`src/rtl/dvi_timing_pkg.sv`:
```
// Shared types and default 720p60 timing for the DVI timing sequencer.
// Holds the FSM state enum and the eight-bar colour table used by the pattern generator.
package dvi_timing_pkg;

  typedef enum logic [1:0] {
    IDLE  = 2'd0,
    RUN   = 2'd1,
    DRAIN = 2'd2
  } state_t;

  localparam int DEF_H_ACTIVE = 1280;
  localparam int DEF_H_FP     = 110;
  localparam int DEF_H_SYNC   = 40;
  localparam int DEF_H_BP     = 220;
  localparam int DEF_V_ACTIVE = 720;
  localparam int DEF_V_FP     = 5;
  localparam int DEF_V_SYNC   = 5;
  localparam int DEF_V_BP     = 20;
  localparam bit DEF_HS_POL   = 1'b1;
  localparam bit DEF_VS_POL   = 1'b1;

  // {R,G,B}; index 0 is the leftmost bar: W, Y, C, G, M, R, B, K.
  localparam logic [7:0][23:0] BAR_RGB = {
    24'h000000, 24'h0000FF, 24'hFF0000, 24'hFF00FF,
    24'h00FF00, 24'h00FFFF, 24'hFFFF00, 24'hFFFFFF
  };

endpackage

```
`src/rtl/dvi_timing_ctrl_if.sv`:
```
// Pixel-request and encoder-side video bus of the timing sequencer.
// master = sequencer (requests pixels, drives encoders); slave = pixel source / encoder side.
interface dvi_timing_ctrl_if;
  logic        pix_req;
  logic [23:0] pix_data;
  logic        pix_valid;
  logic        vid_de;
  logic [23:0] vid_data;
  logic [2:0]  vid_c0;
  logic [2:0]  vid_c1;
  logic        sof;

  modport master (
    output pix_req, vid_de, vid_data, vid_c0, vid_c1, sof,
    input  pix_data, pix_valid
  );

  modport slave (
    input  pix_req, vid_de, vid_data, vid_c0, vid_c1, sof,
    output pix_data, pix_valid
  );
endinterface

```
`src/rtl/dvi_tpg_bars.sv`:
```
// Eight vertical colour bars across the active width: bar = h_cnt*8/H_ACTIVE.
// Purely combinational; the caller registers the result alongside the timing decode.
module dvi_tpg_bars
  import dvi_timing_pkg::*;
#(
  parameter int HW       = 11,
  parameter int H_ACTIVE = DEF_H_ACTIVE
) (
  input  logic [HW-1:0] h_cnt_i,
  output logic [23:0]   rgb_o
);

  localparam logic [HW+2:0] DIV = (HW+3)'(H_ACTIVE);

  logic [HW+2:0] h_x8;
  logic [2:0]    bar;

  assign h_x8  = {h_cnt_i, 3'b000};
  assign bar   = 3'(h_x8 / DIV);
  assign rgb_o = BAR_RGB[bar];

endmodule

```
`src/rtl/dvi_timing_ctrl.sv`:
```
// DVI timing sequencer: H/V counters, DE, HS/VS on blue c0/c1, pixel requests; counter-to-encoder latency 2 cycles.
// Upstream must answer each pix_req the next cycle (no backpressure); DVI_TPG_EN adds en_tpg and a colour-bar source.
module dvi_timing_ctrl
  import dvi_timing_pkg::*;
#(
  parameter int H_ACTIVE = DEF_H_ACTIVE,
  parameter int H_FP     = DEF_H_FP,
  parameter int H_SYNC   = DEF_H_SYNC,
  parameter int H_BP     = DEF_H_BP,
  parameter int V_ACTIVE = DEF_V_ACTIVE,
  parameter int V_FP     = DEF_V_FP,
  parameter int V_SYNC   = DEF_V_SYNC,
  parameter int V_BP     = DEF_V_BP,
  parameter bit HS_POL   = DEF_HS_POL,
  parameter bit VS_POL   = DEF_VS_POL
) (
  input  logic              pix_clk,
  input  logic              rstn,
  input  logic              en,
`ifdef DVI_TPG_EN
  input  logic              en_tpg,
`endif
  input  logic              underflow_clr,
  output logic              busy,
  output logic              underflow,
  dvi_timing_ctrl_if.master vid
);

  localparam int H_TOTAL = H_ACTIVE + H_FP + H_SYNC + H_BP;
  localparam int V_TOTAL = V_ACTIVE + V_FP + V_SYNC + V_BP;
  localparam int HW      = $clog2(H_TOTAL);
  localparam int VW      = $clog2(V_TOTAL);

  localparam logic [HW-1:0] H_LAST = HW'(H_TOTAL - 1);
  localparam logic [HW-1:0] HA_C   = HW'(H_ACTIVE);
  localparam logic [HW-1:0] HS_BEG = HW'(H_ACTIVE + H_FP);
  localparam logic [HW-1:0] HS_END = HW'(H_ACTIVE + H_FP + H_SYNC);
  localparam logic [VW-1:0] V_LAST = VW'(V_TOTAL - 1);
  localparam logic [VW-1:0] VA_C   = VW'(V_ACTIVE);
  localparam logic [VW-1:0] VS_BEG = VW'(V_ACTIVE + V_FP);
  localparam logic [VW-1:0] VS_END = VW'(V_ACTIVE + V_FP + V_SYNC);

  state_t        state_q, state_d;
  logic [HW-1:0] h_q, h_d;
  logic [VW-1:0] v_q, v_d;
  logic          run, h_last, v_last;
  logic          active, hs, vs, sof_n;
  logic          tpg_on;
  logic [23:0]   tpg_rgb;

  // Slot as decoded in cycle N, held while the pixel arrives in N+1.
  logic          s1_act_q, s1_hs_q, s1_vs_q, s1_sof_q, s1_tpg_q;
  logic [23:0]   s1_rgb_q;

  logic          de_q, hs_q, vs_q, sof_q, underflow_q;
  logic [23:0]   data_q;
  logic [23:0]   data_d;
  logic          miss, underflow_d;

`ifdef DVI_TPG_EN
  assign tpg_on = en_tpg;

  dvi_tpg_bars #(
    .HW       (HW),
    .H_ACTIVE (H_ACTIVE)
  ) u_bars (
    .h_cnt_i (h_q),
    .rgb_o   (tpg_rgb)
  );
`else
  assign tpg_on  = 1'b0;
  assign tpg_rgb = '0;
`endif

  assign run    = (state_q != IDLE);
  assign h_last = (h_q == H_LAST);
  assign v_last = (v_q == V_LAST);

  // A frame only ends from DRAIN at its last pixel, so stopping never truncates it.
  always_comb begin
    state_d = state_q;
    unique case (state_q)
      IDLE:    if (en) state_d = RUN;
      RUN:     if (!en) state_d = DRAIN;
      DRAIN: begin
        if (en)                  state_d = RUN;
        else if (h_last && v_last) state_d = IDLE;
      end
      default: state_d = IDLE;
    endcase
  end

  always_comb begin
    h_d = h_q;
    v_d = v_q;
    if (run) begin
      h_d = h_last ? '0 : h_q + 1'b1;
      if (h_last) v_d = v_last ? '0 : v_q + 1'b1;
    end
  end

  always_ff @(posedge pix_clk or negedge rstn) begin
    if (!rstn) begin
      state_q <= IDLE;
      h_q     <= '0;
      v_q     <= '0;
    end else begin
      state_q <= state_d;
      h_q     <= h_d;
      v_q     <= v_d;
    end
  end

  assign active = run & (h_q < HA_C) & (v_q < VA_C);
  assign hs     = run & (h_q >= HS_BEG) & (h_q < HS_END);
  assign vs     = run & (v_q >= VS_BEG) & (v_q < VS_END);
  assign sof_n  = active & (h_q == '0) & (v_q == '0);

  // Bars replace the upstream source entirely, so no pixel is requested for them.
  assign miss        = s1_act_q & ~s1_tpg_q & ~vid.pix_valid;
  assign underflow_d = miss | (underflow_q & ~underflow_clr);

  always_comb begin
    data_d = '0;
    if (s1_act_q) begin
      if (s1_tpg_q)           data_d = s1_rgb_q;
      else if (vid.pix_valid) data_d = vid.pix_data;
    end
  end

  always_ff @(posedge pix_clk or negedge rstn) begin
    if (!rstn) begin
      s1_act_q    <= 1'b0;
      s1_hs_q     <= 1'b0;
      s1_vs_q     <= 1'b0;
      s1_sof_q    <= 1'b0;
      s1_tpg_q    <= 1'b0;
      s1_rgb_q    <= '0;
      de_q        <= 1'b0;
      data_q      <= '0;
      hs_q        <= 1'b0;
      vs_q        <= 1'b0;
      sof_q       <= 1'b0;
      underflow_q <= 1'b0;
    end else begin
      s1_act_q    <= active;
      s1_hs_q     <= hs;
      s1_vs_q     <= vs;
      s1_sof_q    <= sof_n;
      s1_tpg_q    <= tpg_on;
      s1_rgb_q    <= tpg_rgb;
      de_q        <= s1_act_q;
      data_q      <= data_d;
      hs_q        <= s1_hs_q;
      vs_q        <= s1_vs_q;
      sof_q       <= s1_sof_q;
      underflow_q <= underflow_d;
    end
  end

  // Syncs are held active-high internally; polarity applied only at the pins.
  assign vid.pix_req  = active & ~tpg_on;
  assign vid.vid_de   = de_q;
  assign vid.vid_data = data_q;
  assign vid.vid_c0   = {2'b00, hs_q ~^ HS_POL};
  assign vid.vid_c1   = {2'b00, vs_q ~^ VS_POL};
  assign vid.sof      = sof_q;
  assign busy         = run;
  assign underflow    = underflow_q;

endmodule

```
`src/flat_wrapper.sv`:
```
// flat-port wrapper written by rule: the top's interface ports become plain ports
module dvi_timing_ctrl_flat import dvi_timing_pkg::*;
#(
  parameter int H_ACTIVE = DEF_H_ACTIVE,
  parameter int H_FP     = DEF_H_FP,
  parameter int H_SYNC   = DEF_H_SYNC,
  parameter int H_BP     = DEF_H_BP,
  parameter int V_ACTIVE = DEF_V_ACTIVE,
  parameter int V_FP     = DEF_V_FP,
  parameter int V_SYNC   = DEF_V_SYNC,
  parameter int V_BP     = DEF_V_BP,
  parameter bit HS_POL   = DEF_HS_POL,
  parameter bit VS_POL   = DEF_VS_POL
)
  (pix_clk, rstn, en, underflow_clr, busy, underflow, vid_pix_req, vid_vid_de, vid_vid_data, vid_vid_c0, vid_vid_c1, vid_sof, vid_pix_data, vid_pix_valid);
  dvi_timing_ctrl_if vid_i ();
  input  logic pix_clk;
  input  logic rstn;
  input  logic en;
  input  logic underflow_clr;
  output logic busy;
  output logic underflow;
  output wire logic [$bits(vid_i.pix_req)-1:0] vid_pix_req;
  output wire logic [$bits(vid_i.vid_de)-1:0] vid_vid_de;
  output wire logic [$bits(vid_i.vid_data)-1:0] vid_vid_data;
  output wire logic [$bits(vid_i.vid_c0)-1:0] vid_vid_c0;
  output wire logic [$bits(vid_i.vid_c1)-1:0] vid_vid_c1;
  output wire logic [$bits(vid_i.sof)-1:0] vid_sof;
  input wire logic [$bits(vid_i.pix_data)-1:0] vid_pix_data;
  input wire logic [$bits(vid_i.pix_valid)-1:0] vid_pix_valid;
  assign vid_pix_req = vid_i.pix_req;
  assign vid_vid_de = vid_i.vid_de;
  assign vid_vid_data = vid_i.vid_data;
  assign vid_vid_c0 = vid_i.vid_c0;
  assign vid_vid_c1 = vid_i.vid_c1;
  assign vid_sof = vid_i.sof;
  assign vid_i.pix_data = vid_pix_data;
  assign vid_i.pix_valid = vid_pix_valid;
  dvi_timing_ctrl #(.H_ACTIVE(H_ACTIVE), .H_FP(H_FP), .H_SYNC(H_SYNC), .H_BP(H_BP), .V_ACTIVE(V_ACTIVE), .V_FP(V_FP), .V_SYNC(V_SYNC), .V_BP(V_BP), .HS_POL(HS_POL), .VS_POL(VS_POL)) u_core (.pix_clk(pix_clk), .rstn(rstn), .en(en), .underflow_clr(underflow_clr), .busy(busy), .underflow(underflow), .vid(vid_i));
endmodule
```
`config.mk`:
```
export PLATFORM = sky130hd
export DESIGN_NAME = dvi_timing_ctrl_flat
export DESIGN_NICKNAME = d
export VERILOG_FILES = /design/src/rtl/dvi_timing_pkg.sv /design/src/rtl/dvi_timing_ctrl_if.sv /design/src/rtl/dvi_tpg_bars.sv /design/src/rtl/dvi_timing_ctrl.sv /design/src/flat_wrapper.sv
export SDC_FILE = /design/constraint.sdc
export NUM_CORES = 1
export LEC_CHECK = 0
export ABC_AREA = 1
export BUFFER_PORTS_ARGS = -buffer_cell sky130_fd_sc_hd__buf_2
export CORE_MARGIN = 2
export CORE_UTILIZATION = 53
export CTS_CLUSTER_DIAMETER = 120
export DETAILED_ROUTE_END_ITERATION = 8
export GPL_TIMING_DRIVEN = 0
export PLACE_DENSITY = 0.79
export SETUP_SLACK_MARGIN = 0.4
export SYNTH_ARGS = -nofsm -noshare
export SYNTH_HDL_FRONTEND = slang
export SYNTH_SLANG_ARGS = --single-unit
```
`constraint.sdc`:
```
create_clock -name pix_clk -period 2 [get_ports pix_clk]
set_clock_uncertainty 0.2 [all_clocks]
set_input_delay 0.4 -clock pix_clk [delete_from_list [all_inputs] [get_ports pix_clk]]
set_output_delay 0.4 -clock pix_clk [all_outputs]
set_load 0.05 [all_outputs]
```
==> results of run 1 <==
-- per-layer routing --
metal	GRT usage [%]	vias up	wire length [um]
met5	0	-	0
met4	8.13	0	155
met3	4.82	18	516
met2	34.2	132	3290
met1	24.9	1133	2700
li1	-	1183	-
-- area by class of cell --
cell class              count  share of cell area (%)
plain buffers              12                    2.50
inverters                  60                    6.29
multi-input cells         194                    32.0
clock buffers               5                    1.86
flip-flops and latches     56                    38.1
repair buffers             91                    16.4
clock inverters             3                   0.609
well taps                  67                    2.27
-- kinds of logic after synthesis --
logic type	after synthesis	synth area share, %
buf+inv	72	11.5
simple gates	150	25.1
compound gates	30	6.34
flops	56	53.0
xor+xnor	2	0.662
other cells	1	0.142
fa+ha+maj	7	3.31
-- timing repair --
item | in CTS | in global routing
setup endpoints to repair | 20 | 27
resized for setup | 18 | 69
hold buffers | 0 | 0
cloned | 0 | 2
setup buffers | 12 | 19
pin swaps | 6 | 14
-- state kept, by name (all words and copies together), names as in the netlist --
register and cells:
u_core.vid.vid_data 24, u_core.underflow 1, u_core.vs_q 1, u_core.hs_q 1
u_core.s1_act_q 1, u_core.vid.sof 1, u_core.v_q 10, u_core.s1_vs_q 1
u_core.s1_sof_q 1, u_core.state_q 2, u_core.s1_hs_q 1, u_core.vid.vid_de 1
u_core.h_q 11
-- where the power goes --
part           internal, uW  switching [uW]  leakage (uW)
clock                   252             393     0.0000485
combinational           322             550       0.00115
sequential             1240             139      0.000732
-- placed cells by master, fill, tap and decap left out, types with 4 or more instances in the layout --
cell type / Yosys / layout
buf_2: 3 / 56
nor2_4: 1 / 6
dfrtp_2: 0 / 6
nor2_2: 2 / 7
nand2_2: 1 / 5
buf_4: 6 / 33
nor3_1: 10 / 6
ha_4: 0 / 4
nand2_1: 46 / 40
nand4_1: 9 / 9
o21ai_2: 4 / 7
nand3_1: 26 / 19
o21ai_1: 1 / 5
buf_6: 1 / 6
conb_1: 1 / 4
inv_2: 1 / 9
nand3_2: 1 / 6
dfrtp_1: 56 / 50
nor2_1: 51 / 41
clkbuf_8: 0 / 5
o21ai_0: 13 / 6
inv_1: 59 / 48
a21oi_1: 10 / 9
-- worst min-delay path by stage --
stage               startpoint          endpoint  slack (ps)
2_1_floorplan             rstn     u_core.h_q[0]        -100
3_3_place_gp   u_core.s1_sof_q    u_core.vid.sof         130
3_5_place_dp    u_core.s1_hs_q       u_core.hs_q         140
4_1_cts          underflow_clr  u_core.underflow          50
5_1_grt          underflow_clr  u_core.underflow          50
6_report         underflow_clr  u_core.underflow          50
-- synth_stat cells (4+ instances only) --
library cell,number
o21ai_2,4
nand2_1,46
nor2_1,51
buf_4,6
dfrtp_1,56
a21oi_1,10
inv_1,59
nand3_1,26
ha_1,7
nand4_1,9
o21ai_0,13
nor3_1,10
-- stage by stage --
step	worst slack [ps]	hold WS [ps]	power [uW]	cell area, um^2
finish	64.3	52.5	2890	3700
global route	15.3	46.8	3040	3700
CTS	54.4	52.3	2690	3290
detailed placement	128	136	2010	3070
global placement	152	132	1990	3070
floorplan	358	-95.6	1830	2690
==> reports/qor.txt, run 1 <==
global-route wire length before repair -> 8.60 mm
HPWL after DPL -> 3.83 mm
RSZ-0062 raised after global routing -> yes
reg2reg setup slack -> 220 ps
Layout Nets -> 456
Min-Delay Path Depth -> 2
slowest CP cell -> dfrtp_2
share of synthesized registers carrying an async set or reset -> 100%
Mapped Area -> 0.00265 mm^2
Setup-failing EPs final -> 0
Initial DRT Pass Iterations -> 4
crit end category -> output pin
crit path capture -> vid_pix_req
post-synth top area cell -> dfrtp_1
Layout area overhead -> 39.9%
die area -> 0.00557 mm^2
Post-synth top flop -> dfrtp_1
IO buf count -> 59
Cell Count, Final, Fillers Out -> 488
max_slew headroom -> 19.6%
Crit Path Max Fanout -> 5
Final Hold Vio Count -> 0
Row Count -> 25
I/O pins -> 64
outcome -> finished, final reports clean
FF-to-FF Start -> u_core.h_q[1]
synthesized area per cell -> 8.32 um^2
flip-flop and latch area -> 0.00141 mm^2
Max Transition Viols Final -> 0
Synth area leaders -> dfrtp_1 53%, inv_1 8.4%, nor2_1 7.2%, nand2_1 6.5%, nand3_1 4.9%
root buffer cell -> clkbuf_8
GRT overflow -> 0
via/cell ratio -> 5.05
CTS tree -> built
Worst-path clk slew -> 110 ps
vias in the first global route -> 2019
multi-input logic area -> 0.00118 mm^2
Distinct cells, synth -> 27
synthesized flop and latch total -> 56
First DRT Iteration DRCs -> 138
share of cells above drive strength 1 -> 41.1%
ANT cells -> 0
WL final -> 6.66 mm
Initial Util -> 55.6%
leakage power -> 0.00193 uW
GPL Wtd Cong -> 0.919
GR Util All Layers -> 20.2%
DIE WIDTH -> 74.6 um
clk buf depth -> 2
CP startpoint kind -> flip-flop
initial antenna violation count -> 0
sequential area share after synthesis -> 53.0%
Critical path origin -> u_core.h_q[8]
Post-synth EDFFs -> 0
Post-Syn Instances -> 318
# DRC -> 0
die height -> 74.6 um
largest net degree at the start of global routing -> 57
crit-path cells -> nor2_1 -> o21ai_2 -> nor2_4 -> buf_6
clk_lat worst skew -> 320 ps
Core Util, Final -> 77.8%
Routed WL per cell -> 13.6 um
fillcell total -> 316
count of maximum capacitance violations -> 0
Cells after DPL -> 447
RR Endpoint -> u_core.v_q[7]
Worst Hold Class -> input pin to flip-flop
Critical Path Stages -> 4
# clock sinks -> 56
critical path buffer and inverter count -> 1
final worst path period need -> 1940 ps
setup TNS -> 0 ps
Core Area -> 0.00475 mm^2
DRT antenna net count -> 0
Largest delay share family, worst path -> flip-flops
fmax -> 517 MHz
final worst-path cycle share -> 96.8%
r2r worst-path depth -> 10
Worst Tran Pin Value -> 1210 ps
warnings from Yosys -> 0
Critical Path RT -> 1400 ps
critical path's largest stage delay -> 450 ps
# H-tree levels -> 2
P per Cell Area -> 782 mW/mm^2
total number of vias -> 2466
CTS buffer count -> 5
Yosys top cell area share -> 53.0%
Worst VDD drop -> 0.000684 V
Crit Path Category -> flip-flop to output pin
critical path arrival -> 1340 ps
Note: power is estimated with default switching activity, not from simulation.
==> run 2, diff against run 1 <==
--- a/config.mk
+++ b/config.mk
@@ -5,10 +5,10 @@
 export SDC_FILE = /design/constraint.sdc
 export NUM_CORES = 1
 export LEC_CHECK = 0
-export ABC_AREA = 1
+export ABC_AREA = 0
 export BUFFER_PORTS_ARGS = -buffer_cell sky130_fd_sc_hd__buf_2
 export CORE_MARGIN = 2
-export CORE_UTILIZATION = 53
+export CORE_UTILIZATION = 52
 export CTS_CLUSTER_DIAMETER = 120
 export DETAILED_ROUTE_END_ITERATION = 8
 export GPL_TIMING_DRIVEN = 0
==> constraint.sdc (replaced) <==
create_clock -name pix_clk -period 2.08 [get_ports pix_clk]
set_clock_uncertainty 0.2 [all_clocks]
set_input_delay 0.416 -clock pix_clk [delete_from_list [all_inputs] [get_ports pix_clk]]
set_output_delay 0.416 -clock pix_clk [all_outputs]
set_load 0.05 [all_outputs]
==> run 2 against run 1 <==
  * Register-to-register slack hardly changed
  * Final area is 6.7% lower
  * Via count is 15% lower
  * Setup slack worse by 29 ps
  * Sequential share of layout area is 2.8 points higher
  * Synthesized cell count is 29% lower
  * Final cell count is 23% lower
  * Core utilization is 3.8 points lower
  * Combinational power is 8.0% lower
  * Sequential power is 9% lower
  * Count of clock-buffer cells in the layout is 1 higher
  * Total power is 8.4% lower
  * Critical endpoint unchanged
  * Highest routed layer unchanged
==> reports/qor.txt, run 2 <==
Layout Nets -> 356 (-22%)
WL final -> 5.85 mm (-12%)
Synth area leaders -> dfrtp_1 56%, and3_1 7.5%, ha_1 3.5%, buf_4 2.1%, xnor2_1 2.1%
# DRC -> 0 (unchanged)
Worst Hold Class -> input pin to flip-flop
First DRT Iteration DRCs -> 107 (-22%)
GRT overflow -> 0 (unchanged)
outcome -> finished, final reports clean
IO buf count -> 59 (unchanged)
Max Transition Viols Final -> 0 (unchanged)
post-route setup slack -> 34.8 ps (-29.5 ps)
Routed WL per cell -> 15.6 um (+14%)
Post-Syn Instances -> 225 (-29%)
Initial Util -> 53.4% (-2.2 points)
synthesized area per cell -> 11.1 um^2 (+33%)
Yosys top cell area share -> 56.3% (+3.3 points)
final worst path period need -> 2050 ps
critical path buffer and inverter count -> 1 (unchanged)
Post-synth top flop -> dfrtp_1
most common cell after layout, fill and taps aside -> buf_2
fmax -> 489 MHz
fillcell total -> 319 (+0.95%)
Core Area -> 0.00466 mm^2 (-2.0%)
root buffer cell -> clkbuf_8
most frequent cells in the layout -> 59 x buf_2, 48 x dfrtp_1, 29 x and3_1
Largest delay share family, worst path -> flip-flops
RSZ-0062 raised after global routing -> yes
Distinct cells, synth -> 42 (+56%)
dpl ws -> 75.5 ps (-52.2 ps)
max reg flops -> 24 (unchanged)
Crit Path Max Fanout -> 2 (-3)
Critical Path RT -> 1460 ps (+60 ps)
critical path's largest stage delay -> 420 ps (-30 ps)
leakage power -> 0.00176 uW (-8.9%)
synthesized flop and latch total -> 56 (unchanged)
Commonest cells post-synth -> 56 x dfrtp_1, 30 x and3_1, 13 x inv_1
Layout area overhead -> 38.6%
die area -> 0.00536 mm^2 (-3.8%)
Row Count -> 25 (unchanged)
I/O pins -> 64 (unchanged)
Post-synth EDFFs -> 0 (unchanged)
CP startpoint kind -> flip-flop
Initial DRT Pass Iterations -> 4 (unchanged)
CTS tree -> built
Mapped Area -> 0.00249 mm^2 (-5.9%)
crit-path cells -> nand4b_1 -> o2111a_2 -> buf_6
DIE WIDTH -> 73.2 um (-1.9%)
top-count cell post-synth -> dfrtp_1
share of synthesized registers carrying an async set or reset -> 100% (unchanged)
Worst VDD drop -> 0.000544 V (-20%)
via/cell ratio -> 5.57 (+10%)
largest net degree at the start of global routing -> 57 (unchanged)
GPL Wtd Cong -> 0.788 (-14%)
warnings from Yosys -> 0 (unchanged)
total number of vias -> 2087 (-15%)
# H-tree levels -> 2 (unchanged)
vias in the first global route -> 1863 (-7.7%)
ANT cells -> 0 (unchanged)
global-route wire length before repair -> 8.90 mm (+3.5%)
P per Cell Area -> 768 mW/mm^2 (-1.8%)
# clock sinks -> 56 (unchanged)
HPWL after DPL -> 3.58 mm (-6.5%)
Final Hold Vio Count -> 0 (unchanged)
share of cells above drive strength 1 -> 44.9% (+3.8 points)
Crit Path Category -> flip-flop to output pin
final worst-path cycle share -> 98.3%
crit end category -> output pin
CTS buffer count -> 5 (unchanged)
post-synth top area cell -> dfrtp_1
clk buf depth -> 2 (unchanged)
die height -> 73.2 um (-1.9%)
Worst-path clk slew -> 100 ps (about the same)
Setup-failing EPs final -> 0 (unchanged)
critical path arrival -> 1430 ps (+90 ps)
sequential area share after synthesis -> 56.3% (+3.3 points)
initial antenna violation count -> 0 (unchanged)
slowest CP cell -> dfrtp_2
GR Util All Layers -> 21.8% (+1.7 points)
clk_lat worst skew -> 310 ps (about the same)
DRT antenna net count -> 0 (unchanged)
Core Util, Final -> 74.1% (-3.8 points)
count of maximum capacitance violations -> 0 (unchanged)
## run 2: final cells by class
type | count | area, um^2 | area share (%)
well taps | 54 | 67.6 | 1.96
multi-input cells | 141 | 1140 | 32.9
clock inverters | 2 | 16.3 | 0.471
repair buffers | 85 | 561 | 16.2
clock buffers | 6 | 72.6 | 2.10
plain buffers | 18 | 138 | 3.99
flip-flops and latches | 56 | 1410 | 40.9
inverters | 13 | 48.8 | 1.41
## run 2: where the power goes
part,switching (uW),internal (uW)
logic,475,327
clock network,353,240
registers,71.9,1180
total,900,1750
## run 2: per-layer routing
layer / GRT usage (%) / routed length, um / vias up
met5: 0 / 0 / -
met4: 8.44 / 150 / 0
met3: 4.97 / 395 / 15
met2: 33.9 / 2750 / 88
met1: 29.8 / 2550 / 1004
li1: - / - / 980
## run 2: kinds of logic after synthesis
| logic type | share of synthesized area, % |
|---|---|
| compound gates | 9.20 |
| xor+xnor | 3.17 |
| fa+ha+maj | 3.52 |
| buf+inv | 6.23 |
| flops | 56.3 |
| mux | 0.603 |
| other cells | 0.151 |
| simple gates | 20.9 |
## run 2: timing repair
action / in CTS / in global routing
endpoints found under the setup margin: 21 / 23
gates resized for setup: 35 / 30
endpoints found under the hold margin: 0 / 16
hold buffers: 0 / 1
setup buffers: 13 / 10
cloned: 1 / 0
pin swaps: 14 / 14
## run 2: stage by stage
step	setup TNS, ps	hold slack, ps	power [uW]	std cells	cell area [um^2]
CTS	0	43.4	2530	363	3210
finish	0	45.1	2650	375	3450
floorplan	0	-79.6	1700	228	2520
global route	-14.4	53.0	2790	375	3450
global placement	0	132	1840	341	2880
detailed placement	0	136	1850	341	2880
## run 2: final timing paths
kind	from	to	slack, ps	cells after the start
max	u_core.v_q[8]	vid_pix_req	30	3
min	en	u_core.state_q[1]	50	2
max reg2reg	u_core.h_q[1]	u_core.v_q[4]	210	7
min reg2reg	u_core.s1_hs_q	u_core.hs_q	160	0
max in group asynchronous	rstn	u_core.h_q[9]	780	3
min in group asynchronous	rstn	u_core.vid.vid_data[21]	350	2
